**src/rtl/fsm_counter_pkg.sv**
```systemverilog
// Shared definitions for the cascaded modulo counter: control state encoding,
// width helper and the per-digit wrap test used by the digits and the top.
package fsm_counter_pkg;

    typedef enum logic {
        ST_RUN  = 1'b0,
        ST_DONE = 1'b1
    } ctrl_state_t;

    // Bits needed to hold 0..v-1, never less than one.
    function automatic int clog2(input int v);
        int r;
        r = 0;
        for (int i = 0; i < 31; i++) begin
            if ((32'd1 << i) < 32'(v)) r = i + 1;
        end
        return (r == 0) ? 1 : r;
    endfunction

    // A digit sits at its wrap value when the next step in this direction rolls it over.
    function automatic logic at_wrap(input logic [31:0] q, input logic up_dn, input int mod);
        return up_dn ? (q == 32'(mod - 1)) : (q == 32'd0);
    endfunction

endpackage

```
**src/rtl/fsm_counter_digit.sv**
```systemverilog
// One mod-MOD digit of the cascade: clear, load and step with carry/borrow out.
// Out-of-range content (>= MOD) is forced to zero on load and on the next step.
module fsm_counter_digit
    import fsm_counter_pkg::*;
#(
    parameter int MOD = 10,
    parameter int W   = 4
) (
    input  logic         clk,
    input  logic         rst,
    input  logic         ci,
    input  logic         up_dn,
    input  logic         clr,
    input  logic         load,
    input  logic [W-1:0] d,
    output logic [W-1:0] q,
    output logic         co
);

    localparam logic [W-1:0] MAXV = W'(MOD - 1);

    logic [W-1:0] step_v;
    logic [W-1:0] load_v;

    always_comb begin
        step_v = '0;
        if (q > MAXV) begin
            step_v = '0;
        end else if (up_dn) begin
            step_v = (q == MAXV) ? '0 : q + W'(1);
        end else begin
            step_v = (q == '0) ? MAXV : q - W'(1);
        end
    end

    assign load_v = (d > MAXV) ? '0 : d;

    always_ff @(posedge clk or negedge rst) begin
        if (!rst) begin
            q <= '0;
        end else if (clr) begin
            q <= '0;
        end else if (load) begin
            q <= load_v;
        end else if (ci) begin
            q <= step_v;
        end
    end

    assign co = ci & at_wrap(32'(q), up_dn, MOD);

endmodule

```
**src/rtl/fsm_counter_cascade.sv**
```systemverilog
// Multi-digit up/down modulo counter with load/clear, free-run or one-shot mode,
// combinational ripple terminal count and registered carry/borrow and done flags.
//
// state   | meaning
// --------+---------------------------------------------------------------
// ST_RUN  | counting; steps on each enabled edge, tc may assert
// ST_DONE | one-shot run finished; count frozen until clr, load or reset
module fsm_counter_cascade
    import fsm_counter_pkg::*;
#(
    parameter  int MOD    = 10,
    parameter  int DIGITS = 4,
    localparam int W      = clog2(MOD)
) (
    input  logic                clk,
    input  logic                rst,
    input  logic                en,
    input  logic                up_dn,
    input  logic                clr,
    input  logic                load,
    input  logic                oneshot,
    input  logic [DIGITS*W-1:0] load_val,
    output logic [DIGITS*W-1:0] cnt,
    output logic                tc,
    output logic                cout,
    output logic                done
);

    ctrl_state_t       state_q;
    ctrl_state_t       state_d;
    logic [DIGITS:0]   carry;
    logic [DIGITS-1:0] wrap;
    logic              terminal;
    logic              running;

    assign running  = (state_q == ST_RUN);
    assign terminal = &wrap;

    // A one-shot step at the terminal value must leave the count untouched.
    assign carry[0] = en & running & ~(oneshot & terminal);

    for (genvar i = 0; i < DIGITS; i++) begin : g_digit
        fsm_counter_digit #(
            .MOD (MOD),
            .W   (W)
        ) u_digit (
            .clk   (clk),
            .rst   (rst),
            .ci    (carry[i]),
            .up_dn (up_dn),
            .clr   (clr),
            .load  (load),
            .d     (load_val[i*W +: W]),
            .q     (cnt[i*W +: W]),
            .co    (carry[i+1])
        );

        assign wrap[i] = at_wrap(32'(cnt[i*W +: W]), up_dn, MOD);
    end

    assign tc = rst & en & ~clr & ~load & running & terminal;

    always_ff @(posedge clk or negedge rst) begin
        if (!rst) begin
            state_q <= ST_RUN;
        end else begin
            state_q <= state_d;
        end
    end

    always_comb begin
        state_d = state_q;
        if (clr || load) begin
            state_d = ST_RUN;
        end else if (tc && oneshot) begin
            state_d = ST_DONE;
        end
    end

    always_ff @(posedge clk or negedge rst) begin
        if (!rst) begin
            cout <= 1'b0;
        end else begin
            cout <= tc;
        end
    end

    assign done = (state_q == ST_DONE);

endmodule

```
**config.mk**
```make
export PLATFORM = sky130hd
export DESIGN_NAME = fsm_counter_cascade
export DESIGN_NICKNAME = d
export VERILOG_FILES = /design/src/rtl/fsm_counter_pkg.sv /design/src/rtl/fsm_counter_digit.sv /design/src/rtl/fsm_counter_cascade.sv
export SDC_FILE = /design/constraint.sdc
export NUM_CORES = 1
export LEC_CHECK = 0
export BUFFER_PORTS_ARGS = -buffer_cell sky130_fd_sc_hd__buf_2
export CORE_MARGIN = 2
export CORE_UTILIZATION = 50
export CTS_BUF_LIST = sky130_fd_sc_hd__clkbuf_16
export DETAILED_ROUTE_END_ITERATION = 10
export PLACE_DENSITY = 0.77
export SYNTH_ARGS = -nofsm -noshare
export SYNTH_HDL_FRONTEND = slang
export SYNTH_SLANG_ARGS = --single-unit
export TNS_END_PERCENT = 20
```
**constraint.sdc**
```tcl
create_clock -name clk -period 2.05 [get_ports clk]
set_input_delay 0.3075 -clock clk [delete_from_list [all_inputs] [get_ports clk]]
set_output_delay 0.3075 -clock clk [all_outputs]
set_load 0.1 [all_outputs]
```
Yosys cells after proc, flatten, opt, wreduce, memory -nomap -nowiden

Index checks and enable logic that the tools add are counted.

Equal/unequal tests: 4
Reductions and logical operators: 12
Bitwise gates (word level): 15
Muxes and demuxes: 38
Magnitude comparators: 8
Add/subtract/negate cells: 8

Operators with widths:

| operator                                              | count |
|---|---|
| two-way mux 4 bit                                     | 32 |
| greater-than comparator 4 bit (second input constant) | 8 |
| adder 4 x 1 -> 4 bit (second input constant)          | 4 |
| equality test 4 bit (second input constant)           | 4 |
| logical NOT 4 bit                                     | 4 |
| subtractor 4 x 1 -> 4 bit (second input constant)     | 4 |
| nonzero test 3 bit                                    | 4 |
| AND 1 bit                                             | 11 |
| two-way mux 1 bit                                     | 6 |
| inverter 1 bit                                        | 4 |
| AND reduction 4 bit                                   | 1 |
| nonzero test 2 bit                                    | 1 |
| logical AND 1 bit                                     | 1 |
| logical OR 1 bit                                      | 1 |

Output and inout port bits: 19
Bits in registers: 18

Depth between registers and ports, before layout

Gate-level depths: netlist of run 1.

Depth after elaboration: 12
Gate-level depth with buffers: 8
Depth with buffers taken out: 7

Modules after synthesis

From an unflattened synthesis of run 1, not the netlist that was laid out.

Cell total of the unflattened synthesis: 227
Area total of the unflattened synthesis: 1820.5 µm²

By module, submodules not included:

| module              | seq. area each (µm²) | cells an instance | times used | area each (µm²) |
|---|---|---|---|---|
| fsm_counter_digit   | 100.1                | 51                | 4          | 411.6 |
| fsm_counter_cascade | 50.0                 | 23                | 1          | 173.9 |

Worst setup path after synthesis of run 1

No wires, ideal clock.

Kind: reg2out
Start: reg g_digit[3].u_digit.q[0]
End: out tc
Path buffers: 0
Path slack: -1107 ps
Data required time: 1742 ps
Cell stages (with the launch flop): 7
Data arrival time: 2849 ps
Path through: dfrtp_1 > inv_1 > ha_1 > or4b_4 > and2_1 > nor3_1 > and4_1

Cells in the longest elaborated chain, start to end: 4

RTL lines:

| element                                                  | RTL line                  | RTL |
|---|---|---|
| start, declared                                          | fsm_counter_digit.sv:16   | `output logic [W-1:0] q,` |
| start signal, assigned                                   | fsm_counter_digit.sv:44   | `q <= load_v;` |
| start signal, assigned                                   | fsm_counter_digit.sv:46   | `q <= step_v;` |
| equality test 4 bit or logical NOT 4 bit (tied branches) | fsm_counter_pkg.sv:22     | `return up_dn ? (q == 32'(mod - 1)) : (q == 32'd0);` |
| two-way mux 1 bit *                                      | fsm_counter_pkg.sv:22     |  |
| AND reduction 4 bit *                                    | fsm_counter_cascade.sv:37 | `assign terminal = &wrap;` |
| AND 1 bit *                                              | fsm_counter_cascade.sv:61 | `assign tc = rst & en & ~clr & ~load & running & terminal;` |
| end, declared                                            | fsm_counter_cascade.sv:24 | `output logic tc,` |

Every way passes the cells marked *; elsewhere a longest branch is shown, timed or not.

Worst setup path after layout of run 1

Start: reg g_digit[3].u_digit.q[1]
End: out tc

The elaborated chain is that of the path after synthesis.

==> results.md, run 1 <==
* Status: finished with violations
* Failing checks: setup timing
* Min-delay worst type: primary input to flip-flop
* Sequential fraction of the synthesis area at 0.227
* Synth unique cells at 70
* Clock Path Buffers at 2
* First-pass GRT wire length at 8440 µm
* Lkg Pwr at roughly 1.1 nW
* Slowest CP cell: dfrtp_4
* Cells after synthesis at about 220
* ANT cells at 0
* DP Area at between 0.002 and 0.0025 mm²
* Synth top area share at 0.227
* Setup Skew at ~3.4 ps
* Detailed Route WL at 5200 µm
* Dpl hpwl at 3760 µm
* Initial antenna violation count at 0
* Max_slew headroom at 0.678
* Delay-heaviest family, CP: simple AND/OR/NAND/NOR gates
* Crit start category: flip-flop
* CORE AREA at 0.00374 mm²
* Number of core rows at 22
* CTS Buf Count at 3
* Final Cycle Share at 1.16
* CP Data Required Time at 1740 ps
* Ranking of synthesized cells by area: dfrtp_1, mux2_4, o21ai_0
* # H-tree levels at 1
* Commonest non-fill, non-tap cell in the layout: buf_2
* Crit path DAT at 2070 ps
* Tot GR Track Use at 0.250
* Layout-stage area growth over the synthesis result at 28.6%
* Final setup violation count at 17
* I/O pin total at 42
* Vias per cell at 5.96
* Die W at 67.0 µm
* Yosys warnings at 0
* WS Path Type: flip-flop to output port
* Asr flop ratio synth at 1.00
* Gpl congestion at 0.827
* Number of synthesized flops with an enable pin at 0
* Setup crit start: g_digit[3].u_digit.q[1]
* Reg2reg setup slack at -190 ps
* Reg clk slew, reported paths at 60 ps
* Drt initial violations at 108
* Hold WS at 309 ps
* GRT Residual Overflow at 0
* CP Max Fanout at 2
* Worst-path cell chain: inv_4 > ha_4 > or4b_4 > and2_4 > nor3_2 > and4_4 > buf_12
* RSZ-0062 raised after global routing: yes
* CP Buf/Inv Count at 2
* Total number of vias at around 2000
* DRC errors left at 0
* Most used DFF post-synth: dfrtp_1
* P per Cell Area at 645 mW/mm²
* # Max-Cap Violations at 0
* Post-route ant nets at 0
* Endpoints failing hold at 0
* Worst setup margin at -327 ps
* Finished Cell Area at roughly 0.0025 mm²
* Period minus WS final at 2380 ps
* FF-to-FF Start: g_digit[3].u_digit.q[1]
* Flops & latches, synth at 18
* Vias in the first global route at around 1700
* Synthesized area at ~0.0020 mm²
* Mean Syn Cell Area at 8.89 µm²
* Hold wc startpoint: load_val[3]
* Slowest cell delay on critical path at 490 ps
* Post-Syn Nets at 251
* Fin nets at 310
* Clock Latency Late Sink at 250 ps
* Slew @ Worst Pin at ~490 ps
* Initial Util at 0.529
* CTS tree: done
* Root Driver: clkbuf_16
* Pin count of the biggest net entering global routing at 17
* # clock sinks at 18
* Share of cells above drive strength 1 at 0.441
* Placed instance count at between 300 and 400
* Die area at 0.00448 mm²
* Worst vdd rail ir drop at 0.563 mV
* Max Slew Vio Count at 0
* Port bufs at 41
* Final non-filler cell total at 329
* Fin util at 0.681
* Commonest non-fill, non-tap cells in the layout: buf_2, buf_4, o21ai_0, a21oi_1, nor2_1
* Post-DR wirelength/cell at 15.8 µm
* Die H at roughly 67 µm
* DRT Pass-1 Iters at 4
* Setup crit end kind: output port
* Largest area contributor in the netlist: dfrtp_1
* Fmax at 0.421 GHz
[metrics by stage]
step	power, W	TNS [ps]	setup slack [ps]
floorplan	0.00102	-3010	-289
global placement	0.00119	-336	-69.2
detailed placement	0.00121	-959	-138
CTS	0.00164	-2290	-335
global route	0.00172	-3610	-397
finish	0.00164	-2470	-327
[timing repair]
| item | 4_1_cts | 5_1_grt |
|---|---|---|
| setup buffers | 2 | 0 |
| pin swaps | 7 | 3 |
| setup endpoints to repair | 13 | 17 |
| hold buffers | 1 | 0 |
| resized for setup | 7 | 3 |
| endpoints found under the hold margin | 2 | 0 |
[state kept, by name, summed over array words and instances (netlist names)]
register and flops:
g_digit.u_digit.q 16, cout 1, done 1
[cell type report]
type | count | area (µm²)
clock buffers | 3 | 75.1
flip-flops and latches | 18 | 475
repair buffers | 70 | 452
fillers | 319 | 1190
clock inverters | 1 | 3.75
well taps | 48 | 60.1
multi-input cells | 182 | 1450
inverters | 7 | 31.3
[metal layers]
layer / wire, µm / up-vias / track usage / part of all wire
li1: - / 963 / - / -
met1: 2320 / 933 / 0.331 / 0.45
met2: 2540 / 58 / 0.431 / 0.49
met3: 279 / 8 / 0.0372 / 0.054
met4: 61 / 0 / 0.0510 / 0.012
met5: 0 / - / 0 / 0
[where the power goes]
group | internal, W | switching [W] | leakage, nW
logic | 0.000292 | 0.000509 | 0.887
clock network | 0.000260 | 0.000153 | 0.0423
registers | 0.000392 | 0.0000390 | 0.220
[path summary, 6_finish.rpt]
check | end | cells after the start
worst min register to register | done | 1
max in group asynchronous | g_digit[3].u_digit.q[0] | 3
worst max-delay path | tc | 7
min in group asynchronous | done | 2
worst max register to register | g_digit[2].u_digit.q[0] | 8
worst min-delay path | g_digit[0].u_digit.q[2] | 2
[synth_stat cells (all sizes together), types with 3 or more instances]
master / count
mux2i: 6
dfrtp: 18
and3: 3
o31ai: 4
xnor2: 4
ha: 5
buf: 12
a21boi: 4
nor3b: 3
mux2: 7
a21o: 3
or3: 5
nor4: 3
nand4b: 3
o21ai: 16
clkbuf: 4
nand2: 11
inv: 7
o211ai: 3
nand3: 10
nand2b: 4
a21oi: 16
nor2: 15
nor2b: 5
nor3: 6
o21bai: 3
[worst register-to-register path, stage by stage (launching register included)]
cell,delay [ps]
dfrtp_4,490
inv_4,80
ha_4,120
or4b_4,460
buf_6,140
a21boi_4,230
a21oi_2,90
a21o_4,240
mux2_4,300
[kinds of logic after synthesis]
group / Yosys count / share of synthesized area
and+or+nand+nor: 86 / 0.279
AOI/OAI and AO/OA: 73 / 0.288
buffers and inverters: 23 / 0.0688
DFF: 18 / 0.227
muxes: 13 / 0.0833
xor gates and xnor gates: 5 / 0.0221
adders and majority gates: 5 / 0.0316
Note: power is estimated with default switching activity, not from simulation.
==> run 2, diff against run 1 <==
BUFFER_PORTS_ARGS = -buffer_cell sky130_fd_sc_hd__buf_4   (was -buffer_cell sky130_fd_sc_hd__buf_2)
HOLD_SLACK_MARGIN = 0.08   (was not set)
==> run 2 against run 1 <==
The run still ends with setup timing left. Sequential cell count stayed put. Non-clock buffer count is 2 higher. Count of clock-buffer cells in the layout stayed put. Die area stayed put. Utilization is 2.5 points higher. Setup slack worse by 14 ps. Sequential power is 0.9% lower. Sequential share of layout area is 0.66 points lower. Maximum frequency is 0.58% lower. Final cell count is 0.61% higher. Critical path type unchanged. Largest cell class unchanged.
==> results.md, run 2 (synthesized netlist as in run 1, its figures left out) <==
* I/O pin total at 42 (unchanged)
* Slowest cell delay on critical path at 490 ps (about the same)
* Die area at 0.00448 mm² (unchanged)
* DRC errors left at 0 (unchanged)
* Clock Latency Late Sink at 250 ps (about the same)
* Sequential group share of total power at 0.254 (-0.008)
* Pin count of the biggest net entering global routing at 21 (+4)
* Post-DR wirelength/cell at 16.1 µm (+1.9%)
* Comb pwr share at 0.501 (+0.014)
* Crit path DAT at 2080 ps (about the same)
* Setup Skew at 2.78 ps (-0.619 ps)
* Max_slew headroom at 0.687 (+0.00932)
* Clock Path Buffers at 2 (unchanged)
* Vias in the first global route at 1860 (+6.8%)
* Setup crit end kind: output port
* Placed instance count at 322 (unchanged)
* CP Buf/Inv Count at 2 (unchanged)
* CTS Buf Count at 3 (unchanged)
* Initial antenna violation count at 0 (unchanged)
* Fin Setup TNS at -3900 ps (-1440 ps)
* Reg clk slew, reported paths at 60 ps (about the same)
* Place WS at -174 ps (-35.8 ps)
* Hold wc startpoint: clr
* R2r endpoint: g_digit[2].u_digit.q[0]
* Slowest CP cell: dfrtp_4
* Sequential cell area at 475 µm² (unchanged)
* Final Cycle Share at 1.17 (+0.00675)
* Crit start category: flip-flop
* Clock power frac at 0.245 (-0.006)
* CORE AREA at 0.00374 mm² (unchanged)
* # clock sinks at 18 (unchanged)
* Min-delay worst type: primary input to flip-flop
* Detailed Route WL at 5330 µm (+2.5%)
* CP Data Required Time at 1740 ps (about the same)
* Worst vdd rail ir drop at 0.372 mV (-34%)
* Sw frac at 0.419 (-0.00756)
* Port bufs at 41 (unchanged)
* Commonest non-fill, non-tap cells in the layout: buf_4, o21ai_0, a21oi_1, nor2_1, dfrtp_2
* FF-to-FF Start: g_digit[3].u_digit.q[0]
* Max Slew Vio Count at 0 (unchanged)
* Number of core rows at 22 (unchanged)
* P per Cell Area at 635 mW/mm² (-1.6%)
* RSZ-0062 raised after global routing: yes
* Reg2reg setup slack at -300 ps (-110 ps)
* Delay-heaviest family, CP: simple AND/OR/NAND/NOR gates
* Pint at 0.000976 W (+3.4%)
* Fmax at 0.418 GHz (-0.58%)
* Post-route ant nets at 0 (unchanged)
* First-pass GRT wire length at 8850 µm (+4.8%)
* Commonest non-fill, non-tap cell in the layout: buf_4
* Worst r2r path cells at 9 (+1)
* Total number of vias at 1976 (+0.71%)
* Initial Util at 0.529 (unchanged)
* Worst-path cell chain: inv_4 > ha_4 > or4b_4 > and2_4 > nor3_4 > and4_4 > buf_12
* DRT Pass-1 Iters at 5 (+1)
* CP Max Fanout at 2 (unchanged)
* WS Path Type: flip-flop to output port
* Gpl congestion at 0.865 (+4.6%)
* Endpoints failing hold at 0 (unchanged)
* Number of flip-flops in the largest register at 16 (unchanged)
* Period minus WS final at 2390 ps (+13.8 ps)
* FILL cells at 307 (-3.8%)
* Multi-input gate area at 0.00144 mm² (-0.95%)
* Hold WS at 281 ps (-28.1 ps)
* CTS tree: done
* Lkg Pwr at 1.18 nW (+2.8%)
* # H-tree levels at 1 (unchanged)
* Share of cells above drive strength 1 at 0.438 (-0.00312)
* Status: finished with violations
* Dpl hpwl at 3790 µm (+0.98%)
* Hold Crit Depth at 2 (unchanged)
* # Max-Cap Violations at 0 (unchanged)
* Slew @ Worst Pin at 464 ps (-22.2 ps)
* Final non-filler cell total at 331 (+0.61%)
* Die H at 67.0 µm (unchanged)
* Fin nets at 312 (+0.65%)
* Tot GR Track Use at 0.261 (+0.0107)
* Drt initial violations at 177 (+64%)
* Root Driver: clkbuf_16
* Hold path endpoint: g_digit[1].u_digit.q[0]
* Die W at 67.0 µm (unchanged)
* GRT Residual Overflow at 0 (unchanged)
* Vias per cell at 5.97 (+0.11%)
* Failing checks: setup timing
* Layout-stage area growth over the synthesis result at 33.3%
* Net switching power figure at 0.000702 W (+0.23%)
* Final setup violation count at 17 (unchanged)
* Most flops, register: g_digit.u_digit.q
* Fin util at 0.706 (+0.0251)
* ANT cells at 0 (unchanged)
* Worst setup margin at -341 ps (-13.8 ps)
run 2: worst max path at each step:
stage / start / end / slack [ps] / depth (start not counted)
finish: g_digit[3].u_digit.q[0] / tc / -340 / 7
floorplan: g_digit[3].u_digit.q[0] / tc / -290 / 6
CTS: g_digit[3].u_digit.q[0] / tc / -320 / 7
global route: g_digit[3].u_digit.q[0] / tc / -400 / 7
global placement: g_digit[3].u_digit.q[1] / tc / -160 / 7
detailed placement: g_digit[3].u_digit.q[1] / tc / -170 / 7
run 2: area by class of cell:
type / count / share of cell area
Multi-Input combinational cell: 182 / 0.544
Timing Repair Buffer: 72 / 0.212
Sequential cell: 18 / 0.180
Clock buffer: 3 / 0.0284
Tap cell: 48 / 0.0227
Inverter: 7 / 0.0118
Clock inverter: 1 / 0.00142
run 2: per-stage QoR:
step           power, W  cell area, µm²
3_5_place_dp    0.00124            2490
5_1_grt         0.00176            2640
3_3_place_gp    0.00122            2490
4_1_cts         0.00166            2620
6_report        0.00168            2640
2_1_floorplan   0.00102            2040
run 2: power by group through the flow:
| stage | combinational [W] | sequential, W | clock, W |
|---|---|---|---|
| after global placement | 0.000792 | 0.000431 | 0 |
| after global routing | 0.000897 | 0.000431 | 0.000429 |
| after detailed placement | 0.000803 | 0.000433 | 0 |
| final | 0.000840 | 0.000427 | 0.000411 |
| after floorplan | 0.000375 | 0.000644 | 0 |
| after CTS | 0.000821 | 0.000426 | 0.000417 |
run 2: timing repair:
item,CTS,global route
hold buffers,1,0
endpoints found under the hold margin,18,0
pin swaps,7,4
setup endpoints to repair,10,17
gates resized for setup,5,2
buffers inserted,2,2
run 2: routing by layer:
| layer | global-route usage | share of wire | wire length (µm) | vias to the layer above |
|---|---|---|---|---|
| met1 | 0.352 | 0.47 | 2490 | 941 |
| met2 | 0.439 | 0.48 | 2540 | 61 |
| met5 | 0 | 0 | 0 | - |
| met3 | 0.0405 | 0.047 | 250 | 6 |
| met4 | 0.0561 | 0.0086 | 46 | 0 |
| li1 | - | - | - | 968 |
